### src/rtl/da_wave_pkg.sv
// Shared types and defaults for the DA waveform sequencer: FSM states,
// idle midscale code and default datapath widths.
package da_wave_pkg;

    localparam int ADDR_W_DEF  = 8;
    localparam int WAVE_W_DEF  = 2;
    localparam int PHASE_W_DEF = 24;
    localparam int BURST_W_DEF = 16;

    localparam logic [7:0] DA_MID = 8'h80;

    // Clocks spent in DRAIN so the final ROM read reaches da_data.
    localparam int DRAIN_CLKS = 2;

    typedef enum logic [1:0] {
        IDLE  = 2'd0,
        RUN   = 2'd1,
        DRAIN = 2'd2
    } state_t;

endpackage

### src/rtl/da_phase_acc.sv
// Phase accumulator: phase register plus tuning-word adder whose carry out
// marks the completion of one output period.
module da_phase_acc
    import da_wave_pkg::*;
#(
    parameter int PHASE_W = PHASE_W_DEF,
    parameter int ADDR_W  = ADDR_W_DEF
) (
    input  logic               clk,
    input  logic               rst_n,
    input  logic               clear,
    input  logic               enable,
    input  logic [PHASE_W-1:0] ftw,
    output logic [ADDR_W-1:0]  next_msb,
    output logic               wrap
);

    logic [PHASE_W-1:0] phase_reg;
    logic [PHASE_W:0]   sum;

    assign sum      = {1'b0, phase_reg} + {1'b0, ftw};
    assign next_msb = sum[PHASE_W-1 -: ADDR_W];
    // A carry only counts as a wrap while the accumulator is actually stepping.
    assign wrap     = enable & sum[PHASE_W];

    always_ff @(posedge clk or negedge rst_n) begin
        if (!rst_n) begin
            phase_reg <= '0;
        end else if (clear) begin
            phase_reg <= '0;
        end else if (enable) begin
            phase_reg <= sum[PHASE_W-1:0];
        end
    end

endmodule

### src/rtl/da_wave_ctrl.sv
// Phase-accumulator sequencer for the 8-bit DA path: addresses an external
// synchronous waveform ROM and registers its data into the DA sample.
module da_wave_ctrl
    import da_wave_pkg::*;
#(
    parameter int         ADDR_W  = ADDR_W_DEF,
    parameter int         WAVE_W  = WAVE_W_DEF,
    parameter int         PHASE_W = PHASE_W_DEF,
    parameter int         BURST_W = BURST_W_DEF,
    parameter logic [7:0] MID     = DA_MID
) (
    input  logic                     clk,
    input  logic                     rst_n,
    input  logic                     cfg_valid,
    output logic                     cfg_ready,
    input  logic [PHASE_W-1:0]       cfg_ftw,
    input  logic [WAVE_W-1:0]        cfg_wave,
    input  logic [BURST_W-1:0]       cfg_burst,
    input  logic                     start,
    input  logic                     stop,
    output logic [WAVE_W+ADDR_W-1:0] rom_addr,
    input  logic [7:0]               rom_data,
    output logic [7:0]               da_data,
    output logic                     busy,
    output logic                     done
);

    state_t state_reg, state_next;

    logic [PHASE_W-1:0]       ftw_reg;
    logic [WAVE_W-1:0]        wave_reg;
    logic [BURST_W-1:0]       burst_reg;
    logic [BURST_W-1:0]       period_cnt_reg;
    logic [BURST_W-1:0]       cnt_inc;
    logic                     stop_pend_reg;
    logic                     drain_cnt_reg;
    logic                     done_reg;
    logic                     v1_reg;
    logic [7:0]               da_data_reg;
    logic [WAVE_W+ADDR_W-1:0] rom_addr_reg;

    logic                     cfg_fire;
    logic [PHASE_W-1:0]       eff_ftw;
    logic [WAVE_W-1:0]        eff_wave;
    logic                     start_ok;
    logic                     in_run;
    logic                     burst_end;
    logic                     drain_go;
    logic                     drain_last;
    logic [ADDR_W-1:0]        next_msb;
    logic                     wrap;

    assign cfg_ready = (state_reg == IDLE);
    assign cfg_fire  = cfg_valid & cfg_ready;
    assign in_run    = (state_reg == RUN);

    // A config offered together with start is used by that start.
    assign eff_ftw  = cfg_fire ? cfg_ftw  : ftw_reg;
    assign eff_wave = cfg_fire ? cfg_wave : wave_reg;
    assign start_ok = (state_reg == IDLE) && start && (eff_ftw != '0);

    da_phase_acc #(
        .PHASE_W (PHASE_W),
        .ADDR_W  (ADDR_W)
    ) u_phase_acc (
        .clk      (clk),
        .rst_n    (rst_n),
        .clear    (start_ok),
        .enable   (in_run),
        .ftw      (ftw_reg),
        .next_msb (next_msb),
        .wrap     (wrap)
    );

    assign cnt_inc    = period_cnt_reg + BURST_W'(1);
    assign burst_end  = wrap && (burst_reg != '0) && (cnt_inc == burst_reg);
    // Stop and burst-end landing on the same wrap collapse into one DRAIN.
    assign drain_go   = in_run && wrap && (burst_end || stop || stop_pend_reg);
    assign drain_last = (state_reg == DRAIN) && (drain_cnt_reg == 1'(DRAIN_CLKS - 1));

    always_comb begin
        state_next = state_reg;
        case (state_reg)
            IDLE:    if (start_ok)   state_next = RUN;
            RUN:     if (drain_go)   state_next = DRAIN;
            DRAIN:   if (drain_last) state_next = IDLE;
            default: state_next = IDLE;
        endcase
    end

    always_ff @(posedge clk or negedge rst_n) begin
        if (!rst_n) begin
            state_reg <= IDLE;
        end else begin
            state_reg <= state_next;
        end
    end

    always_ff @(posedge clk or negedge rst_n) begin
        if (!rst_n) begin
            ftw_reg   <= '0;
            wave_reg  <= '0;
            burst_reg <= '0;
        end else if (cfg_fire) begin
            ftw_reg   <= cfg_ftw;
            wave_reg  <= cfg_wave;
            burst_reg <= cfg_burst;
        end
    end

    // Period counter saturates rather than wrapping in long continuous runs.
    always_ff @(posedge clk or negedge rst_n) begin
        if (!rst_n) begin
            period_cnt_reg <= '0;
        end else if (start_ok) begin
            period_cnt_reg <= '0;
        end else if (wrap && (period_cnt_reg != '1)) begin
            period_cnt_reg <= cnt_inc;
        end
    end

    always_ff @(posedge clk or negedge rst_n) begin
        if (!rst_n) begin
            stop_pend_reg <= 1'b0;
            drain_cnt_reg <= 1'b0;
            done_reg      <= 1'b0;
        end else begin
            stop_pend_reg <= (in_run && !drain_go) ? (stop_pend_reg | stop) : 1'b0;
            drain_cnt_reg <= (state_reg == DRAIN) ? drain_cnt_reg + 1'b1 : 1'b0;
            done_reg      <= drain_last;
        end
    end

    always_ff @(posedge clk or negedge rst_n) begin
        if (!rst_n) begin
            rom_addr_reg <= '0;
        end else if (start_ok) begin
            rom_addr_reg <= {eff_wave, ADDR_W'(0)};
        end else if (in_run) begin
            rom_addr_reg <= {wave_reg, next_msb};
        end
    end

    // rom_data lags rom_addr by one clock, so v1 tags which ROM words belong
    // to RUN; da_data_reg is the second pipeline stage.
    always_ff @(posedge clk or negedge rst_n) begin
        if (!rst_n) begin
            v1_reg      <= 1'b0;
            da_data_reg <= MID;
        end else begin
            v1_reg      <= in_run;
            da_data_reg <= v1_reg ? rom_data : MID;
        end
    end

    assign rom_addr = rom_addr_reg;
    assign da_data  = da_data_reg;
    assign busy     = (state_reg != IDLE);
    assign done     = done_reg;

endmodule

### config.mk
export PLATFORM = sky130hd
export DESIGN_NAME = da_wave_ctrl
export DESIGN_NICKNAME = d
export VERILOG_FILES = /design/src/rtl/da_wave_pkg.sv /design/src/rtl/da_phase_acc.sv /design/src/rtl/da_wave_ctrl.sv
export SDC_FILE = /design/constraint.sdc
export NUM_CORES = 1
export LEC_CHECK = 0
export ABC_AREA = 1
export CAP_MARGIN = 20
export CELL_PAD_IN_SITES_DETAIL_PLACEMENT = 0
export CELL_PAD_IN_SITES_GLOBAL_PLACEMENT = 1
export CORE_MARGIN = 8
export CORE_UTILIZATION = 42
export CTS_BUF_LIST = sky130_fd_sc_hd__clkbuf_4 sky130_fd_sc_hd__clkbuf_8
export DETAILED_ROUTE_END_ITERATION = 16
export PLACE_DENSITY_LB_ADDON = 0.1
export SKIP_CTS_REPAIR_TIMING = 1
export SYNTH_ARGS = -nofsm -noshare
export SYNTH_HDL_FRONTEND = slang
export SYNTH_SLANG_ARGS = --single-unit
export TNS_END_PERCENT = 100
### constraint.sdc
create_clock -name clk -period 2.49 [get_ports clk]
set_input_delay 0.249 -clock clk [delete_from_list [all_inputs] [get_ports clk]]
set_output_delay 0.249 -clock clk [all_outputs]
set_load 0.005 [all_outputs]
# Word level (Yosys, flattened, before mapping)
# Cells that the tools add are included.
# totals
register_bits,106
in_bits,55
word_cells,59
# classes
n_mux,15
n_reduce_logical,19
bitwise,3
eq_ne,7
add_sub_neg,3
# ops
cell,n
$mux 24,3
$mux 16,2
$add 24x24->25,1
$reduce_bool 24->1,1
$mux 10,2
$add 16x1->16 const B,1
$eq 16x16->1,1
$ne 16x16->1 const B,1
$reduce_bool 16->1,1
$logic_and 1x1->1,9
$mux 2,4
$mux 8,1
$pmux 2 s3,1
$reduce_bool 2->1,3
$ne 2x1->1 const B,2
$reduce_and 3->1,1
$and 1x1->1,2
$eq 2x1->1 const B,1
$eq 2x2->1 const B,1
$logic_not 2->1,1
$logic_or 1x1->1,2
$mux 1,2
$ne 2x2->1 const B,1
$add 1x1->1 const B,1
2 further kinds,2

# Depth between registers and ports, before layout
# Gate-level depths: netlist (run 1).
# depth
word_depth,10
ltp_mapped,19

# Hierarchy
# A second synthesis (run 1) with hierarchy kept.
# unflattened
cells_unflattened,1013
hier_area_um2,6835.3
# modules_own_cells
mod,n_inst,cells_per_inst,seq_area_each_um2,area_per_inst_um2
da_wave_ctrl,1,547,2053.2,4151.5
da_phase_acc,1,466,600.6,2683.8

# Least setup slack after synthesis (run 1)
# OpenSTA, ideal clock, no wires.
# synth_timing
kind,register to register
from,register ftw_reg[0]
to,register period_cnt_reg[10]
synth_period_minus_slack_ns,2.283
arrival_time_ns,2.170
n_path_buf,1
stages_incl_launch_ff,19
setup_ns,0.113
slack_ns,0.207
path_cell_list,dfrtp_1 > ha_1 > inv_1 > fa_1 > inv_1 > nand2_1 > o21ai_1 > nand3_1 > nand2_1 > nand2_1 > nand3_1 > nand2_1 > inv_1 > nand2_1 > clkbuf_1 > nand2_1 > o21ai_0 > nand2_1 > inv_1
# synth_between
elab_chain_len,4
elab_cells_between_ends,8
cone_classes,add/sub: 1; mux: 2; bitwise: 1; reduce/logical: 4
# synth_lines
item,line,rtl
start: declaration,da_wave_ctrl.sv:30,logic [PHASE_W-1:0] ftw_reg;
start signal: assignment,da_wave_ctrl.sv:105,ftw_reg <= cfg_ftw;
$add 24x24->25 / $mux 24 (equally long branches),--,
$and 1x1->1 / $reduce_bool 24->1 (equally long branches),"da_phase_acc.sv:24, da_wave_ctrl.sv:60",
"$logic_and 1x1->1, on equally long branches","da_wave_ctrl.sv:117, da_wave_ctrl.sv:60",
$reduce_bool 2->1 (no source line) / $mux 16 (equally long branches),--,
end signal: assignment,da_wave_ctrl.sv:118,period_cnt_reg <= cnt_inc;
end: declaration,da_wave_ctrl.sv:33,logic [BURST_W-1:0] period_cnt_reg;
# Parallel ways exist; a longest one is shown, timed or not.
# A chain may end at the register's enable or synchronous reset.

# Worst setup path in the final report (run 1)
# layout_timing
from,register state_reg[0]
to,register u_phase_acc.phase_reg[11]
# layout_between
elab_chain_len,6
elab_cells_between_ends,9
cone_classes,eq/ne: 1; mux: 2; bitwise: 1; reduce/logical: 5
# layout_lines
item,line,rtl
start: declaration,da_wave_ctrl.sv:28,"state_t state_reg, state_next;"
start signal: assignment,da_wave_ctrl.sv:95,state_reg <= state_next;
$logic_not 2->1 (*),da_wave_ctrl.sv:53,assign cfg_ready = (state_reg == IDLE);
$and 1x1->1 (*),da_wave_ctrl.sv:54,assign cfg_fire = cfg_valid & cfg_ready;
$mux 24 (*),--,
via eff_ftw[17],da_wave_ctrl.sv:43,logic [PHASE_W-1:0] eff_ftw;
$reduce_bool 24->1 (*),da_wave_ctrl.sv:60,assign start_ok = (state_reg == IDLE) && start && (eff_ftw != '0);
$logic_and 1x1->1 (*),da_wave_ctrl.sv:60,
$mux 24 / $reduce_bool 2->1 (equally long branches),--,
end signal: assignment,da_phase_acc.sv:32,phase_reg <= sum[PHASE_W-1:0];
end: declaration,da_phase_acc.sv:18,logic [PHASE_W-1:0] phase_reg;
# Mark *: on every way through the listed nets, which the timed path passes. The rest lies on a longest branch.

==> metrics.txt, run 1 <==
dpl hpwl between 10000 and 15000 um; H-tree depth 3; Worst Tran Pin Value around 0.73 ns; fin area 7790 um2; Yosys reg bits 98; CTS tree yes; synthesized area ~6000 um2; WS Path Type flip-flop to flip-flop; Setup violations, final 0; Slew HR 0.513; period utilization 0.981; # IOs 76; area post-placement between 7000 and 8000 um2; top cells by count, synth 204 x nand2_1, 101 x inv_1, 97 x dfrtp_1; DR vias/cell approximately 5.2; Worst Setup SP state_reg[0]; Initial Util 0.431; vias post-DR 5743; Post-Syn Instances ~810; total grt overflow 0; pwr dens around 1400 nW/um2; root buf cell clkbuf_8; max-cap viol count 0; Detailed Route WL approximately 17000 um; xor/xnor share of the synthesized area 0.0287; total power ~11 mW; critical path fanouts, max 8; Adder-Cell Fraction of Synth Area 0.0554; setup_tns 0 ns; Worst Hold Launch rom_data[7]; Core Area 13900 um2; Clock Skew roughly 0.020 ns; vias in the first global route roughly 5500; Compound-Gate Fraction of Synth Area 0.0995; DIE WIDTH about 140 um; share of layout cells above drive strength 1 0.138; f_max approximately 410 MHz; asr flop ratio synth 1.00; Residual DRC 0; PortBufs 75; Setup crit end kind flip-flop; fraction of synthesized area in multiplexers 0.0129; syn_nets around 890; Final Hold Vio Count 0; unrepaired setup endpoints after global routing yes; WL per Instance roughly 16 um; EDFF count, synth 0; full die area 18400 um2; reg-to-reg startpoint state_reg[0]; area growth from synthesis to layout 29.6%; fin. max-slew vios 0; FF/Latch Area ~2500 um2; synth warn 0; Antenna Violating Nets Remaining 0; Fillers ~1300; max reg flops 24; Worst-Skew Late Latency 0.38 ns; sequential share of the synthesized area 0.408; Data required, critical path 2.81 ns; arrival time of the worst setup path around 2.8 ns; Hold/Removal Path Class input port to flip-flop; Slowest cell on crit path dfrtp_1; Max clock buf depth 2; Leak 3.85 nW; NumNets Final roughly 1000; startpoint types flip-flop; mean post-synth cell area 7.41 um2; final critical-path required period 2.44 ns; status completed; simple-gate share of the synthesized area 0.300; leading area contributor after synthesis dfrtp_1; largest family of logic cells by synthesized area simple AND/OR/NAND/NOR gates; worst vdd ir between 0.9 and 1 mV; ant diodes 0; total track usage 0.182; RD Place Congestion just over 0.9; CTS Buf Count 9; critical-path cell list nor2_4 > nand2_4 > buf_12 > buf_8 > nand2_4 > nand2_2 > nor2_2 > nand2_2 > nor4_4 > nand4_4 > nand2_8 > clkbuf_16 > nand3_1 > nand2_1; Area contributors post-synth dfrtp_1 40%, nand2_1 13%, nand3_1 7.7%; Yosys cell types 38; Multi-input gate area 3190 um2; Max stage delay on crit path between 0.4 and 0.5 ns; Main synth FF type dfrtp_1; first-pass GRT wire length ~27000 um; largest net degree at the start of global routing 55; proportion of netlist area held by the largest area contributor 0.404; die height between 100 and 150 um; top-count cell post-synth nand2_1; Row Count 43; clock-pin transition on the worst setup and hold timing paths ~0.1 ns; initial antenna violation count 0; CTS sink count a little under 100; DR pass1 iterations 7; Initial DRC Count 441
-- final timing paths --
| kind | depth (start not counted) | endpoint | slack (ns) |
|---|---|---|---|
| hold reg to reg | 1 | drain_cnt_reg | 0.45 |
| min in group asynchronous | 2 | ftw_reg[7] | 0.47 |
| setup reg to reg | 14 | u_phase_acc.phase_reg[11] | 0.05 |
| setup / recovery | 14 | u_phase_acc.phase_reg[11] | 0.05 |
| hold / removal | 3 | da_data[7] | 0.36 |
| max in group asynchronous | 3 | u_phase_acc.phase_reg[22] | 1.25 |
-- layout make-up --
| type | instances | share of cell area |
|---|---|---|
| sequential | 98 | 0.315 |
| clock buffer | 12 | 0.0196 |
| timing repair buffer | 125 | 0.170 |
| clock inverter | 4 | 0.00658 |
| tap | 180 | 0.0289 |
| inverter | 103 | 0.0503 |
| multi-input combinational | 580 | 0.410 |
-- power by group --
part           switching, mW  internal, mW
Combinational           3.89          2.95
Sequential             0.480          2.25
Clock                  0.582         0.516
Total                   4.95          5.72
-- kinds of logic after synthesis --
| group | after synthesis |
|---|---|
| simple gates | 414 |
| buf+inv | 133 |
| compound gates | 115 |
| flops | 98 |
| fa+ha+maj | 26 |
| xor+xnor | 18 |
| mux | 7 |
-- worst max-delay path, delay by kind of cell (launching register included) --
kind	cells	cell delay, ns
buf+inv	3	0.44
simple gates	11	1.49
flops	1	0.43
-- metrics by stage --
step | hold slack, ns | setup WS (ns) | instances | util
floorplan | -0.0466 | 0.207 | 811 | -
global placement | 0.342 | -0.165 | 1067 | 0.508
detailed placement | 0.361 | -0.229 | 1067 | 0.508
CTS | -0.0480 | -0.0876 | 1083 | 0.523
global route | 0.368 | -0.0366 | 1102 | 0.559
finish | 0.365 | 0.0481 | 1102 | 0.559
-- metal layers --
layer / global-route usage / part of all wire / wire length [um] / vias up
met1: 0.255 / 0.50 / 8680 / 2739
met2: 0.279 / 0.44 / 7690 / 144
met3: 0.0360 / 0.054 / 952 / 10
met5: 0 / 0 / 0 / -
met4: 0.0481 / 0.0094 / 164 / 0
li1: - / - / - / 2850
-- cell usage in the layout, fill, tap and decap left out, types with 3 or more instances in the layout --
cell type,Yosys,final
buf_4,10,34
a21oi_1,43,41
xor2_1,10,10
o21ai_0,42,25
clkbuf_8,0,10
nand2_2,1,9
nor3_1,9,9
nand3b_1,3,3
clkdlybuf4s50_1,0,74
o21ai_2,0,6
clkbuf_16,0,6
ha_1,25,24
nand4_1,18,18
nand2_4,1,3
o21ai_1,21,32
buf_6,4,3
a21o_1,7,7
inv_1,101,99
nand3_2,0,18
mux2_2,6,6
dfrtp_1,97,97
nor4_1,4,4
nand3_1,93,75
nor2_2,1,3
nor2_1,71,68
buf_12,0,6
xnor2_1,7,7
nand2_1,204,193
Power figures use the tool's default switching activity.
==> run 2: changes to the inputs <==
--- a/config.mk
+++ b/config.mk
@@ -17,5 +17,6 @@
 export SKIP_CTS_REPAIR_TIMING = 1
 export SYNTH_ARGS = -nofsm -noshare
 export SYNTH_HDL_FRONTEND = slang
+export SYNTH_HIERARCHICAL = 1
 export SYNTH_SLANG_ARGS = --single-unit
 export TNS_END_PERCENT = 100
==> run 2 against run 1 <==
Routed wire length rose by 9.7%. Sequential power is 6% higher. Fmax fell by 3.8%. Register-to-register slack lost 0.097 ns. First-iteration DRC count fell by 42%. Cell count up 26%. Highest routed layer unchanged. Combinational power rose by 23%. Non-clock buffer count is 37 higher. The flow now finishes with violations (negative setup slack).
==> metrics.txt, run 2 <==
Max stage delay on crit path 0.44 ns (about the same); synthesized area 6840 um2 (+14%); register share of total power 0.234 (-0.022); sequential share of the synthesized area 0.388 (-0.0199); die height 144 um (+5.8%); Combinational Power Share 0.681 (+0.040); Yosys reg bits 106 (+8.2%); Area contributors post-synth dfrtp_1 38%, nand2_1 19%, inv_1 9.9%; worst vdd ir 0.684 mV (-27%); share of layout cells above drive strength 1 0.142 (+0.00402); DR pass1 iterations 5 (-2); Hold/Removal Path Class input port to flip-flop; non-filler cells, final 1387 (+26%); H-tree depth 3 (unchanged); first-pass GRT wire length 31900 um (+18%); Final Hold Vio Count 0 (unchanged); Initial Util 0.430 (-0.00115); ant diodes 0 (unchanged); Clock Skew 0.0152 ns (-0.00433 ns); WS Path Type flip-flop to flip-flop; synth warn 6 (+6); Yosys cell types 37 (-2.6%); largest net degree at the start of global routing 53 (-3.6%); initial antenna violation count 0 (unchanged); setup_tns -0.327 ns (-0.327 ns); violated checks negative setup slack; f_max 394 MHz (-3.8%); Row Count 46 (+7.0%); total grt overflow 0 (unchanged); Fillers 1620 (+23%); Slew HR 0.499 (-0.0146); Post-Syn Instances 1013 (+25%); Top Usage Layer GRT met2; asr flop ratio synth 1.00 (unchanged); Core Area 15900 um2 (+14%); Setup violations, final 14 (+14); commonest cells after routing, fill and taps aside 344 x nand2_1, 174 x inv_1, 105 x dfrtp_1, 84 x nand3_1, 81 x nor2_1; full die area 20600 um2 (+12%); area growth from synthesis to layout 29.1%; final critical-path required period 2.54 ns (+0.0969 ns); clock-pin transition on the worst setup and hold timing paths 0.11 ns (about the same); total track usage 0.197 (+0.0155); CTS tree yes; leading area contributor after synthesis dfrtp_1; critical-path cell list nor2_2 > buf_4 > nand2_2 > buf_12 > buf_12 > buf_12 > o21ai_2 > nand4_1 > nor2_1 > nand2_1 > nand2_4 > inv_1 > nor2_4 > buf_12 > nand2_1 > o21ai_0; arrival time of the worst setup path 2.85 ns (+0.09 ns); Worst-Skew Late Latency 0.39 ns (about the same); GR Util met3 0.0295 (-0.00645); top cells by count, synth 350 x nand2_1, 180 x inv_1, 105 x dfrtp_1; DR vias/cell 4.75 (-8.8%); Antenna Violating Nets Remaining 0 (unchanged); clock power share 0.085 (-0.018); met1 GRT Util 0.242 (-0.0131); Fin Hold WS 0.335 ns (-0.0294 ns); EDFF count, synth 0 (unchanged); Max clock buf depth 2 (unchanged); Residual DRC 0 (unchanged); vias in the first global route 6437 (+17%); met2 usage 0.350 (+0.0703); mean post-synth cell area 6.75 um2 (-9.0%); status finished, violations left; PortBufs 75 (unchanged); WL per Instance 13.8 um (-13%); Main synth FF type dfrtp_1; Top Family by Delay on Critical Path simple AND/OR/NAND/NOR gates; Setup crit end kind flip-flop; NumNets Final 1247 (+25%); CP dominant cell by count buf_12; Initial DRC Count 257 (-42%); Leak 4.73 nW (+23%); period utilization 1.02 (+0.0389); CTS sink count 106 (+8.2%); fin. max-slew vios 0 (unchanged); pwr dens 1400 nW/um2 (+2.1%); proportion of netlist area held by the largest area contributor 0.384 (-0.0193); unrepaired setup endpoints after global routing yes; Slowest cell on crit path dfrtp_1; final worst slack -0.0488 ns (-0.0969 ns); max-cap viol count 0 (unchanged); R2R setup slack -0.05 ns (-0.10 ns); Detailed Route WL 19200 um (+9.7%); RD Place Congestion 0.852 (-6.0%); DIE WIDTH 144 um (+5.8%); startpoint types flip-flop; root buf cell clkbuf_8; leading cell type in the layout, fill and taps excluded nand2_1; # IOs 76 (unchanged); Data required, critical path 2.80 ns (about the same); placed insts 1365 (+28%); critical path fanouts, max 27 (+19); Worst Tran Pin Value 0.752 ns (+0.0219 ns); Sw Pwr 5.82 mW (+18%); internal power 6.51 mW (+14%); dpl hpwl 15400 um (+20%); CP bufs+invs 6 (+3); syn_nets 1094 (+23%); vias post-DR 6589 (+15%); CTS Buf Count 9 (unchanged); Sw Share 0.472 (+0.00803); top-count cell post-synth nand2_1
## run 2: kinds of logic (layout without fill, tap and decap cells)
kind of cell / after synthesis / after routing / synth area share
mux: 2 / 2 / 0.00329
flops: 106 / 106 / 0.388
xor+xnor: 6 / 6 / 0.00769
simple gates: 584 / 584 / 0.362
compound gates: 89 / 89 / 0.0736
fa+ha+maj: 26 / 26 / 0.0487
buf+inv: 200 / 358 / 0.116
## run 2: path summary, 6_finish.rpt
check / start / end / cells after the start
worst min-delay path: rom_data[7] / da_data[7] / 3
worst max-delay path: state_reg[1] / u_phase_acc/phase_reg[3] / 16
max in group asynchronous: rst_n / da_data[7] / 3
worst min register to register: drain_cnt_reg / drain_cnt_reg / 1
worst max register to register: state_reg[1] / u_phase_acc/phase_reg[3] / 16
min in group asynchronous: rst_n / ftw_reg[8] / 2
## run 2: area by class of cell
class                           instances  area (um2)  share of cell area
Timing Repair Buffer                  162        1530               0.173
Inverter                              180         676              0.0766
Sequential cell                       106        2650               0.301
Multi-Input combinational cell        707        3510               0.398
Clock buffer                           11         145              0.0164
Clock inverter                          5        38.8             0.00440
Tap cell                              216         270              0.0306
## run 2: per-stage QoR
stage | util | total power, mW | cell area, um2 | setup slack, ns
after global routing | 0.556 | 13.7 | 8820 | -0.217
final | 0.556 | 12.3 | 8820 | -0.0488
after detailed placement | 0.530 | 11.0 | 8420 | -0.286
after floorplan | - | 7.76 | 6840 | 0.0312
after global placement | 0.530 | 10.9 | 8420 | -0.192
after CTS | 0.542 | 12.1 | 8610 | -0.231
## run 2: power groups by stage
stage / sequential (mW) / combinational [mW] / clock [mW]
2_1_floorplan: 2.79 / 4.97 / 0
3_3_place_gp: 2.93 / 7.97 / 0
3_5_place_dp: 2.91 / 8.06 / 0
4_1_cts: 2.89 / 8.07 / 1.09
5_1_grt: 2.98 / 9.62 / 1.15
6_report: 2.89 / 8.40 / 1.05
## run 2: metal layers
metal | vias up | wire (um) | share of wire
li1 | 3468 | - | -
met1 | 2992 | 8560 | 0.45
met2 | 108 | 9640 | 0.50
met3 | 21 | 645 | 0.034
met4 | 0 | 340 | 0.018
met5 | - | 0 | 0
## run 2: worst reg2reg max path, stage by stage, from the launching register on
cell     delay (ns)
dfrtp_1        0.44
nor2_2         0.11
buf_4          0.14
nand2_2        0.06
buf_12         0.15
buf_12         0.14
buf_12         0.15
o21ai_2        0.14
nand4_1        0.15
nor2_1         0.16
nand2_1        0.11
nand2_4        0.08
inv_1          0.11
nor2_4         0.15
buf_12         0.17
nand2_1        0.06
o21ai_0        0.14
